==> src/rtl/rx_pkg.sv <==
// Shared constants, matched-filter taps and control state encoding for the
// rx_mf_slicer receive path.
package rx_pkg;

  localparam int DATA_W         = 8;
  localparam int COEF_W         = 8;
  localparam int NTAPS          = 24;
  localparam int OSR            = 4;
  localparam int SEARCH_SYMS    = 256;
  localparam int SEARCH_STROBES = SEARCH_SYMS * OSR;
  localparam int CNT_W          = $clog2(SEARCH_STROBES);
  localparam int PHASE_W        = $clog2(OSR);
  localparam int PROD_W         = 16;
  localparam int ACC_W          = 17;
  localparam int BIN_W          = 16;
  localparam int FRAC_BITS      = 7;

  localparam logic signed [COEF_W-1:0] COEF [NTAPS] = '{
    8'sd0,  -8'sd2, -8'sd1,  8'sd0,  8'sd2,  8'sd0, -8'sd5, -8'sd11,
    -8'sd7,  8'sd10, 8'sd37, 8'sd62, 8'sd72, 8'sd62, 8'sd37, 8'sd10,
    -8'sd7, -8'sd11, -8'sd5,  8'sd0,  8'sd2,  8'sd0, -8'sd1, -8'sd2
  };

  typedef enum logic {
    SEARCH = 1'b0,
    LOCK   = 1'b1
  } state_t;

endpackage

==> src/rtl/mf_fir.sv <==
// Matched filter: 24-tap FIR over the enabled-sample delay line in three
// registered stages, with a strobe that follows each accepted sample.
module mf_fir
  import rx_pkg::*;
(
  input  logic                     clk,
  input  logic                     rst,
  input  logic                     enable,
  input  logic signed [DATA_W-1:0] i_sample,
  output logic signed [DATA_W-1:0] o_filt,
  output logic                     o_vld
);

  localparam int SH_W = ACC_W - FRAC_BITS;
  localparam logic signed [SH_W-1:0] SAT_MAX = SH_W'((1 << (DATA_W - 1)) - 1);
  localparam logic signed [SH_W-1:0] SAT_MIN = SH_W'(-(1 << (DATA_W - 1)));

  function automatic logic signed [DATA_W-1:0] shift_sat(input logic signed [ACC_W-1:0] acc_in);
    logic signed [SH_W-1:0] sh;
    sh = acc_in[ACC_W-1:FRAC_BITS];
    if (sh > SAT_MAX) return SAT_MAX[DATA_W-1:0];
    if (sh < SAT_MIN) return SAT_MIN[DATA_W-1:0];
    return sh[DATA_W-1:0];
  endfunction

  logic signed [DATA_W-1:0] dly_p0_d [NTAPS];
  logic signed [DATA_W-1:0] dly_p0_q [NTAPS];
  logic                     vld_p0_d, vld_p0_q;
  logic signed [PROD_W-1:0] prod_p1_d [NTAPS];
  logic signed [PROD_W-1:0] prod_p1_q [NTAPS];
  logic                     vld_p1_d, vld_p1_q;
  logic signed [ACC_W-1:0]  acc_p1;
  logic signed [DATA_W-1:0] filt_p2_d, filt_p2_q;
  logic                     vld_p2_d, vld_p2_q;

  // p0: delay line, advances only on accepted samples
  always_comb begin
    dly_p0_d = dly_p0_q;
    vld_p0_d = enable;
    if (enable) begin
      dly_p0_d[0] = i_sample;
      for (int k = 1; k < NTAPS; k++) dly_p0_d[k] = dly_p0_q[k-1];
    end
  end

  // p1: one registered product per tap
  always_comb begin
    vld_p1_d = vld_p0_q;
    for (int k = 0; k < NTAPS; k++)
      prod_p1_d[k] = PROD_W'(dly_p0_q[k]) * PROD_W'(COEF[k]);
  end

  // p2: sum of products, scaled back to S(8,7) and clamped
  always_comb begin
    acc_p1 = '0;
    for (int k = 0; k < NTAPS; k++) acc_p1 = acc_p1 + ACC_W'(prod_p1_q[k]);
    filt_p2_d = shift_sat(acc_p1);
    vld_p2_d  = vld_p1_q;
  end

  always_ff @(posedge clk) begin
    if (rst) begin
      for (int k = 0; k < NTAPS; k++) begin
        dly_p0_q[k]  <= '0;
        prod_p1_q[k] <= '0;
      end
      vld_p0_q  <= 1'b0;
      vld_p1_q  <= 1'b0;
      filt_p2_q <= '0;
      vld_p2_q  <= 1'b0;
    end else begin
      dly_p0_q  <= dly_p0_d;
      vld_p0_q  <= vld_p0_d;
      prod_p1_q <= prod_p1_d;
      vld_p1_q  <= vld_p1_d;
      filt_p2_q <= filt_p2_d;
      vld_p2_q  <= vld_p2_d;
    end
  end

  assign o_filt = filt_p2_q;
  assign o_vld  = vld_p2_q;

endmodule

==> src/rtl/rx_mf_slicer.sv <==
// Receive matched filter with energy-based decimation phase search and a
// sign slicer that emits one decision per symbol once locked.
module rx_mf_slicer
  import rx_pkg::*;
(
  input  logic                     clk,
  input  logic                     rst,
  input  logic                     enable,
  input  logic signed [DATA_W-1:0] i_rx,
  input  logic                     i_resync,
  output logic signed [DATA_W-1:0] o_filt,
  output logic                     o_rx,
  output logic                     o_valid,
  output logic                     o_lock,
  output logic [PHASE_W-1:0]       o_phase
);

  logic signed [DATA_W-1:0] filt;
  logic                     strobe;

  mf_fir u_mf_fir (
    .clk      (clk),
    .rst      (rst),
    .enable   (enable),
    .i_sample (i_rx),
    .o_filt   (filt),
    .o_vld    (strobe)
  );

  state_t             state_q, state_d;
  logic [PHASE_W-1:0] phase_cnt_q, phase_cnt_d;
  logic [PHASE_W-1:0] phase_q, phase_d;
  logic [PHASE_W-1:0] best_phase;
  logic [CNT_W-1:0]   cnt_q, cnt_d;
  logic [BIN_W-1:0]   bin_q [OSR];
  logic [BIN_W-1:0]   bin_d [OSR];
  logic [BIN_W-1:0]   bin_acc [OSR];
  logic               valid_q, valid_d;
  logic               rx_q, rx_d;

  // |x| on DATA_W-1 bits; the most negative code has no positive twin and maps to full scale
  function automatic logic [DATA_W-2:0] mag_sat(input logic signed [DATA_W-1:0] x);
    logic signed [DATA_W-1:0] n;
    if (!x[DATA_W-1]) return x[DATA_W-2:0];
    n = -x;
    if (n[DATA_W-1]) return '1;
    return n[DATA_W-2:0];
  endfunction

  always_comb begin
    bin_acc = bin_q;
    bin_acc[phase_cnt_q] = bin_q[phase_cnt_q] + BIN_W'(mag_sat(filt));
    best_phase = '0;
    for (int i = 1; i < OSR; i++)
      if (bin_acc[i] > bin_acc[best_phase]) best_phase = PHASE_W'(i);
  end

  always_comb begin
    state_d     = state_q;
    phase_cnt_d = phase_cnt_q;
    phase_d     = phase_q;
    cnt_d       = cnt_q;
    bin_d       = bin_q;
    valid_d     = 1'b0;
    rx_d        = rx_q;

    if (strobe) phase_cnt_d = phase_cnt_q + 1'b1;

    case (state_q)
      SEARCH: begin
        if (strobe) begin
          bin_d = bin_acc;
          cnt_d = cnt_q + 1'b1;
          if (cnt_q == CNT_W'(SEARCH_STROBES - 1)) begin
            phase_d = best_phase;
            state_d = LOCK;
            cnt_d   = '0;
            for (int i = 0; i < OSR; i++) bin_d[i] = '0;
          end
        end
      end
      LOCK: begin
        if (strobe && (phase_cnt_q == phase_q)) begin
          valid_d = 1'b1;
          rx_d    = ~filt[DATA_W-1];
        end
      end
      default: state_d = SEARCH;
    endcase

    // Re-acquisition wins over a search that completes in the same cycle
    if (i_resync) begin
      state_d = SEARCH;
      phase_d = phase_q;
      cnt_d   = '0;
      valid_d = 1'b0;
      rx_d    = rx_q;
      for (int i = 0; i < OSR; i++) bin_d[i] = '0;
    end
  end

  always_ff @(posedge clk) begin
    if (rst) begin
      state_q     <= SEARCH;
      phase_cnt_q <= '0;
      phase_q     <= '0;
      cnt_q       <= '0;
      for (int i = 0; i < OSR; i++) bin_q[i] <= '0;
      valid_q     <= 1'b0;
      rx_q        <= 1'b0;
    end else begin
      state_q     <= state_d;
      phase_cnt_q <= phase_cnt_d;
      phase_q     <= phase_d;
      cnt_q       <= cnt_d;
      bin_q       <= bin_d;
      valid_q     <= valid_d;
      rx_q        <= rx_d;
    end
  end

  assign o_filt  = filt;
  assign o_rx    = rx_q;
  assign o_valid = valid_q;
  assign o_lock  = (state_q == LOCK);
  assign o_phase = phase_q;

endmodule
==> config.mk <==
export PLATFORM = sky130hd
export DESIGN_NAME = rx_mf_slicer
export DESIGN_NICKNAME = d
export VERILOG_FILES = /design/src/rtl/rx_pkg.sv /design/src/rtl/mf_fir.sv /design/src/rtl/rx_mf_slicer.sv
export SDC_FILE = /design/constraint.sdc
export NUM_CORES = 2
export LEC_CHECK = 0
export CAP_MARGIN = 30
export CORE_MARGIN = 3
export CORE_UTILIZATION = 60
export CTS_CLUSTER_SIZE = 16
export DETAILED_ROUTE_END_ITERATION = 6
export PLACE_DENSITY = 0.76
export SLEW_MARGIN = 30
export SYNTH_ARGS = -nofsm -noshare
export SYNTH_HDL_FRONTEND = slang
export SYNTH_SLANG_ARGS = --single-unit
==> constraint.sdc <==
create_clock -name clk -period 14.2 [get_ports clk]
set_input_delay 2.84 -clock clk [delete_from_list [all_inputs] [get_ports clk]]
set_output_delay 2.84 -clock clk [all_outputs]
set_load 0.01 [all_outputs]
# ---- Yosys cells after proc, flatten, opt, wreduce, memory -nomap -nowiden
# Cells that the tools add are included.
dict set report word_totals {
  wordCells 168
  output_inout_bits 13
  register_bits 542
}
dict set report classes {
  mul 13
  add_sub_neg 31
  magnitude_cmp 9
  muxes 34
  reduce_logical 7
  n_bitwise 6
  eq_ne 2
}
# operator count
set op_table {}
lappend op_table {{$mux 16} 7}
lappend op_table {{$bmux 16 s2} 3}
lappend op_table {{$mul 8x4->12 const B} 6}
lappend op_table {{$add 17x1->17 const B} 4}
lappend op_table {{$add 17x12->17} 4}
lappend op_table {{$add 17x13->17} 4}
lappend op_table {{$add 17x15->17} 4}
lappend op_table {{$add 17x16->17} 4}
lappend op_table {{$bwmux 64} 1}
lappend op_table {{$mux 64} 1}
lappend op_table {{$gt 16x16->1} 3}
lappend op_table {{$mul 8x5->13 const B} 3}
lappend op_table {{$add 17x9->17} 2}
lappend op_table {{$demux 16 s2} 1}
lappend op_table {{$mux 8} 4}
lappend op_table {{$neg 8->16} 2}
lappend op_table {{$mul 8x7->15 const B} 2}
lappend op_table {{$neg 8->15} 2}
lappend op_table {{$mul 8x6->14 const B} 2}
lappend op_table {{$mux 7} 4}
lappend op_table {{$add 1x16->17 const A} 1}
lappend op_table {{$add 16x7->16} 1}
lappend op_table {{$add 10x1->10 const B} 1}
lappend op_table {{$eq 10x10->1 const B} 1}
lappend op_table {{other kinds (18)} 35}

# ---- Longest topological paths before layout
dict set report logic_depth {
  depth_word 28
  mapped_depth 47
  mapped_depth_nobuf 45
}

# ---- Cells and area by module
# A second synthesis with hierarchy kept.
dict set report unflattened {
  cells_unflattened 3728
  area_unflattened_um2 35708.0
}
# module seq_area_each_um2 area_each_um2 instances cells_each
set modules_own_cells {}
lappend modules_own_cells {mf_fir 9008.6 29288.1 1 2927}
lappend modules_own_cells {rx_mf_slicer 1621.6 6419.9 1 801}

# ---- Worst setup path after synthesis
# OpenSTA, ideal clock, no wires.
dict set report synth_path {
  path_kind {register to register}
  startpoint {register phase_cnt_q[0]}
  endpoint {register phase_q[1], in the netlist o_phase[1]}
  stages_incl_launch_ff 45
  slack_ns 5.039
  n_path_buf 4
  arrival_ns 9.022
  synth_period_minus_slack_ns 9.161
  t_required_ns 14.061
  path_cell_list {dfxtp_1 > buf_6 > buf_1 > mux4_2 > ha_1 > fa_1 > a211oi_1 > o21a_1 > nor2_1 > nand2_1 > nor2_1 > xnor2_1 > a21oi_1 > inv_1 > ha_1 > and4_1 > and2_1 > and3_1 > (+9 left out) > a21o_1 > a21o_1 > a21o_1 > a21oi_1 > nor2b_1 > o41ai_1 > clkbuf_1 > a31oi_1 > ha_1 > nor2b_1 > o21a_1 > o21a_1 > o21a_1 > o21a_1 > o21ai_0 > a31oi_1 > nor3_1 > a211oi_1}
}
dict set report synth_between {
  elab_chain_len 20
  elab_cells_between_ends 25
  classes_between {add/sub (1); order compare (5); mux (15); bitwise (3); reduce/logical (1)}
}
# item line_no
set synth_lines {}
lappend synth_lines {{from (decl)} rx_mf_slicer.sv:31} ;# logic [PHASE_W-1:0] phase_cnt_q, phase_cnt_d;
lappend synth_lines {{from (signal assigned)} rx_mf_slicer.sv:113} ;# phase_cnt_q <= phase_cnt_d;
lappend synth_lines {{$not 2->3 (implied by the code) (*)} rx_mf_slicer.sv:52} ;# bin_acc[phase_cnt_q] = bin_q[phase_cnt_q] + BIN_W'(mag_sat(filt));
lappend synth_lines {{$bmux 16 s2, or another cell as far along} rx_mf_slicer.sv:52}
lappend synth_lines {{$mux 16 (implied by the code) / $logic_and 1x1->1 (equally long branches)} rx_mf_slicer.sv:52}
lappend synth_lines {{$mux 16 (implied by the code)} rx_mf_slicer.sv:52}
lappend synth_lines {{$add 16x7->16 / $demux 16 s2 (equally long branches)} rx_mf_slicer.sv:52}
lappend synth_lines {{$bwmux 64 (*)} rx_mf_slicer.sv:52}
lappend synth_lines {{$gt 16x16->1} rx_mf_slicer.sv:55} ;# if (bin_acc[i] > bin_acc[best_phase]) best_phase = PHASE_W'(i);
lappend synth_lines {{$mux 1} rx_mf_slicer.sv:55}
lappend synth_lines {{(+2 left out)} --}
lappend synth_lines {{$mux 16 (implied by the code) (2 in series)} rx_mf_slicer.sv:55}
lappend synth_lines {{$gt 16x16->1} rx_mf_slicer.sv:55}
lappend synth_lines {{$mux 2} rx_mf_slicer.sv:55}
lappend synth_lines {{$not 2->3 (implied by the code)} rx_mf_slicer.sv:55}
lappend synth_lines {{$bmux 16 s2} rx_mf_slicer.sv:55}
lappend synth_lines {{$mux 16 (implied by the code) (2 in series)} rx_mf_slicer.sv:55}
lappend synth_lines {{$gt 16x16->1} rx_mf_slicer.sv:55}
lappend synth_lines {{$mux 2 (*)} rx_mf_slicer.sv:55}
lappend synth_lines {{to (signal assigned)} rx_mf_slicer.sv:114} ;# phase_q <= phase_d;
lappend synth_lines {{to (decl)} rx_mf_slicer.sv:32} ;# logic [PHASE_W-1:0] phase_q, phase_d;
# Mark *: on every way between the ends. The rest lies on a longest branch, timed or not. The select of a mux whose other input is x is not followed.
# A chain may end at the register's enable or synchronous reset.

# ---- Worst setup path in the final report
# Ends and elaborated chain as after synthesis.

==> flow_summary.toml <==
[route]
first_iter_violations = 1282
route.detailed.drc = 0
first_pass_iters = 7
vias_per_cell = 5.40
wl_um = 74500
detail-route-antenna-nets = 0
num_vias = 23300
wl_per_cell_um = 17.2

[min_path]
hp-class = "register to register"
holdPathStages = 1

[sta]
skew_ps = 35.1
grt_setup_unrepaired = "false"
slew_headroom = 0.362
hold_viol = 0
tightest_slew_ps = 949
max_freq_mhz = 104
setup_viol = 0
slew_viol_final = 0
finalCritPeriodShare = 0.679
setup_slack_ps = 4560
tns_ps = 0
finalWorstPathRequiredPeriod_ps = 9640

[logic_synthesis]
ys_seq_area_frac = 0.303
synth-async-reset-ratio = 0
synthCells = 3552
yosys-top-cells-area = "dfxtp_1, fa_1, ha_1, mux2i_1, inv_1"
synth-edff-count = 0
postSynthAreaPerCell_um2 = 9.87
synth_area_mm2 = 0.0350
yosys_most_used_dff = "dfxtp_1"
syn-num-nets = 4252
yosys.cell_types.count = 67
ys_ff_latch = 531
synth-warning-count = 0
synth_largest_area_cell = "dfxtp_1"
synth_top_area_frac = 0.303

[clock_tree]
clk_latency_ps = 640
cts.sinks = 531
clock_tree.htree_level_count = 2
ctsHoldBuffers = 0
clockRootBuffer = "clkbuf_16"
cts_tree = "yes"
clock_path_buffers = 3
post_cts_buffers = 0
cts-resized-gates = 0
clk_pin_slew_ps = 60
numCtsBuffers = 57

[worst_setup_path]
path_max_fanout = 26
critPathRequiredTime_ps = 14690
crit_path_top_delay_cell = "a21oi_4"
r2r_cells = 39
critPathArrivalTime_ps = 10130
worstSetupStartpointType = "register"
crit_path_end_kind = "register"
max_stage_delay_ps = 670
critPathKind = "register to register"

[placement]
postPlaceCellArea_mm2 = 0.0359
place.gp.congestion = 0.901
post-place-ws_ps = 4620
place.detailed.hpwl_um = 55700
port_buffers = 24

[layout]
nNetsFinal = 4221
final_cell_mix = "dfxtp_1, inv_1, nor2_1"
layout-drive-gt1-share = 0.0535
final_cell_area_mm2 = 0.0379
fillers = 4446
post-route-util = 0.665
antenna_cells = 0
layout_commonest_cell = "dfxtp_1"
area_delta_synth_final_pct = 8.30

[floorplan]
core-area_mm2 = 0.0570
ios = 25
chipHeight_um = 248
start_util = 0.614
die_area_mm2 = 0.0613
row_count = 87
die_x_um = 248

[power]
power_mw = 3.58
peakVddDrop_uv = 115
cellLeakagePower_nw = 18.2
power_density_mw_per_mm2 = 94.2

[global_routing]
grt_pass1_vias = 23700
grt_use_total = 0.251
grt_max_degree = 175
grt_overflow_total = 0
grt_first_pass_wirelength_um = 123000
antenna_found_initial = 0

[run]
maxCapViolCount = 0

[status]
outcome = "finished clean"
[critical path: cells and delay by family, from the launching register on]
kind | cells | cell delay [ps]
buffers and inverters | 4 | 820
AND/OR/NAND/NOR | 9 | 1330
adder cells (fa/ha/maj) | 4 | 1150
multiplexers | 2 | 960
AO/OA/AOI/OAI | 19 | 4440
XOR/XNOR | 1 | 170
flip-flops | 1 | 600
[state kept, by name, summed over array words and instances, names as in the netlist]
| name | count |
|---|---|
| u_mf_fir.dly_p0_q | 192 |
| o_phase | 2 |
| o_lock | 1 |
| cnt_q | 10 |
| o_valid | 1 |
| o_rx | 1 |
| phase_cnt_q | 2 |
| u_mf_fir.o_vld | 1 |
| bin_q | 64 |
| u_mf_fir.prod_p1_q | 247 |
| u_mf_fir.vld_p1_q | 1 |
| u_mf_fir.vld_p0_q | 1 |
| u_mf_fir.o_filt | 8 |
[power breakdown]
part           internal, mW  switching, mW  total [mW]
clock                 0.972          0.645        1.62
combinational         0.183          0.256       0.438
sequential             1.51         0.0146        1.52
total                  2.66          0.915        3.58
[final cells by class]
type	count	area, um2	area share
Inverter	505	1900	0.0500
Timing Repair Buffer	41	402	0.0106
Multi-Input combinational cell	2385	22000	0.580
Clock inverter	32	459	0.0121
Tap cell	756	946	0.0249
Sequential cell	531	10600	0.280
Clock buffer	73	1620	0.0426
[through the flow]
step / hold WS, ps / std cells
after CTS: 446 / 4323
after global placement: 421 / 4218
final: 439 / 4323
after detailed placement: 427 / 4218
after floorplan: 414 / 3552
after global routing: 456 / 4323
[layer usage]
layer,vias up,wire length (um),track usage,share of wire
li1,11500,-,-,-
met1,11300,33800,0.346,0.45
met2,452,34900,0.407,0.47
met3,123,3600,0.0425,0.048
met4,0,2070,0.0754,0.028
met5,-,0,0,0
[synth_stat cells, drive strengths merged, types with 4 or more instances]
master,instances
and3,8
nor3,60
xor2,43
clkbuf,90
nand3,22
fa,323
o21bai,39
ha,365
nor3b,11
o211ai,4
a21boi,5
and4,4
nor4,4
o221ai,4
a21o,43
o21ai,48
mux4,16
dfxtp,531
o31ai,9
inv,505
a211oi,12
mux2i,212
and2,16
nor2b,115
a22oi,47
xnor2,129
a21oi,141
or4,4
buf,41
mux2,38
a31oi,7
nand2,81
or2,8
or3,6
nand2b,11
nor2,481
o21a,18
nand4,12
a31o,4
[final timing paths]
check,slack [ps],start,end
worst max-delay path,4560,phase_cnt_q[0],o_phase[1]
worst min-delay path,440,u_mf_fir.vld_p0_q,u_mf_fir.vld_p1_q
worst min register to register,440,u_mf_fir.vld_p0_q,u_mf_fir.vld_p1_q
worst max register to register,4560,phase_cnt_q[0],o_phase[1]
[kinds of logic after synthesis]
logic type / count (synthesis) / synth area share
and+or+nand+nor: 851 / 0.111
adders and majority gates: 688 / 0.315
buffers and inverters: 636 / 0.0692
DFF: 531 / 0.303
AOI/OAI and AO/OA: 407 / 0.0753
muxes: 266 / 0.0831
xor gates and xnor gates: 173 / 0.0436
(Power assumes the default switching activity.)
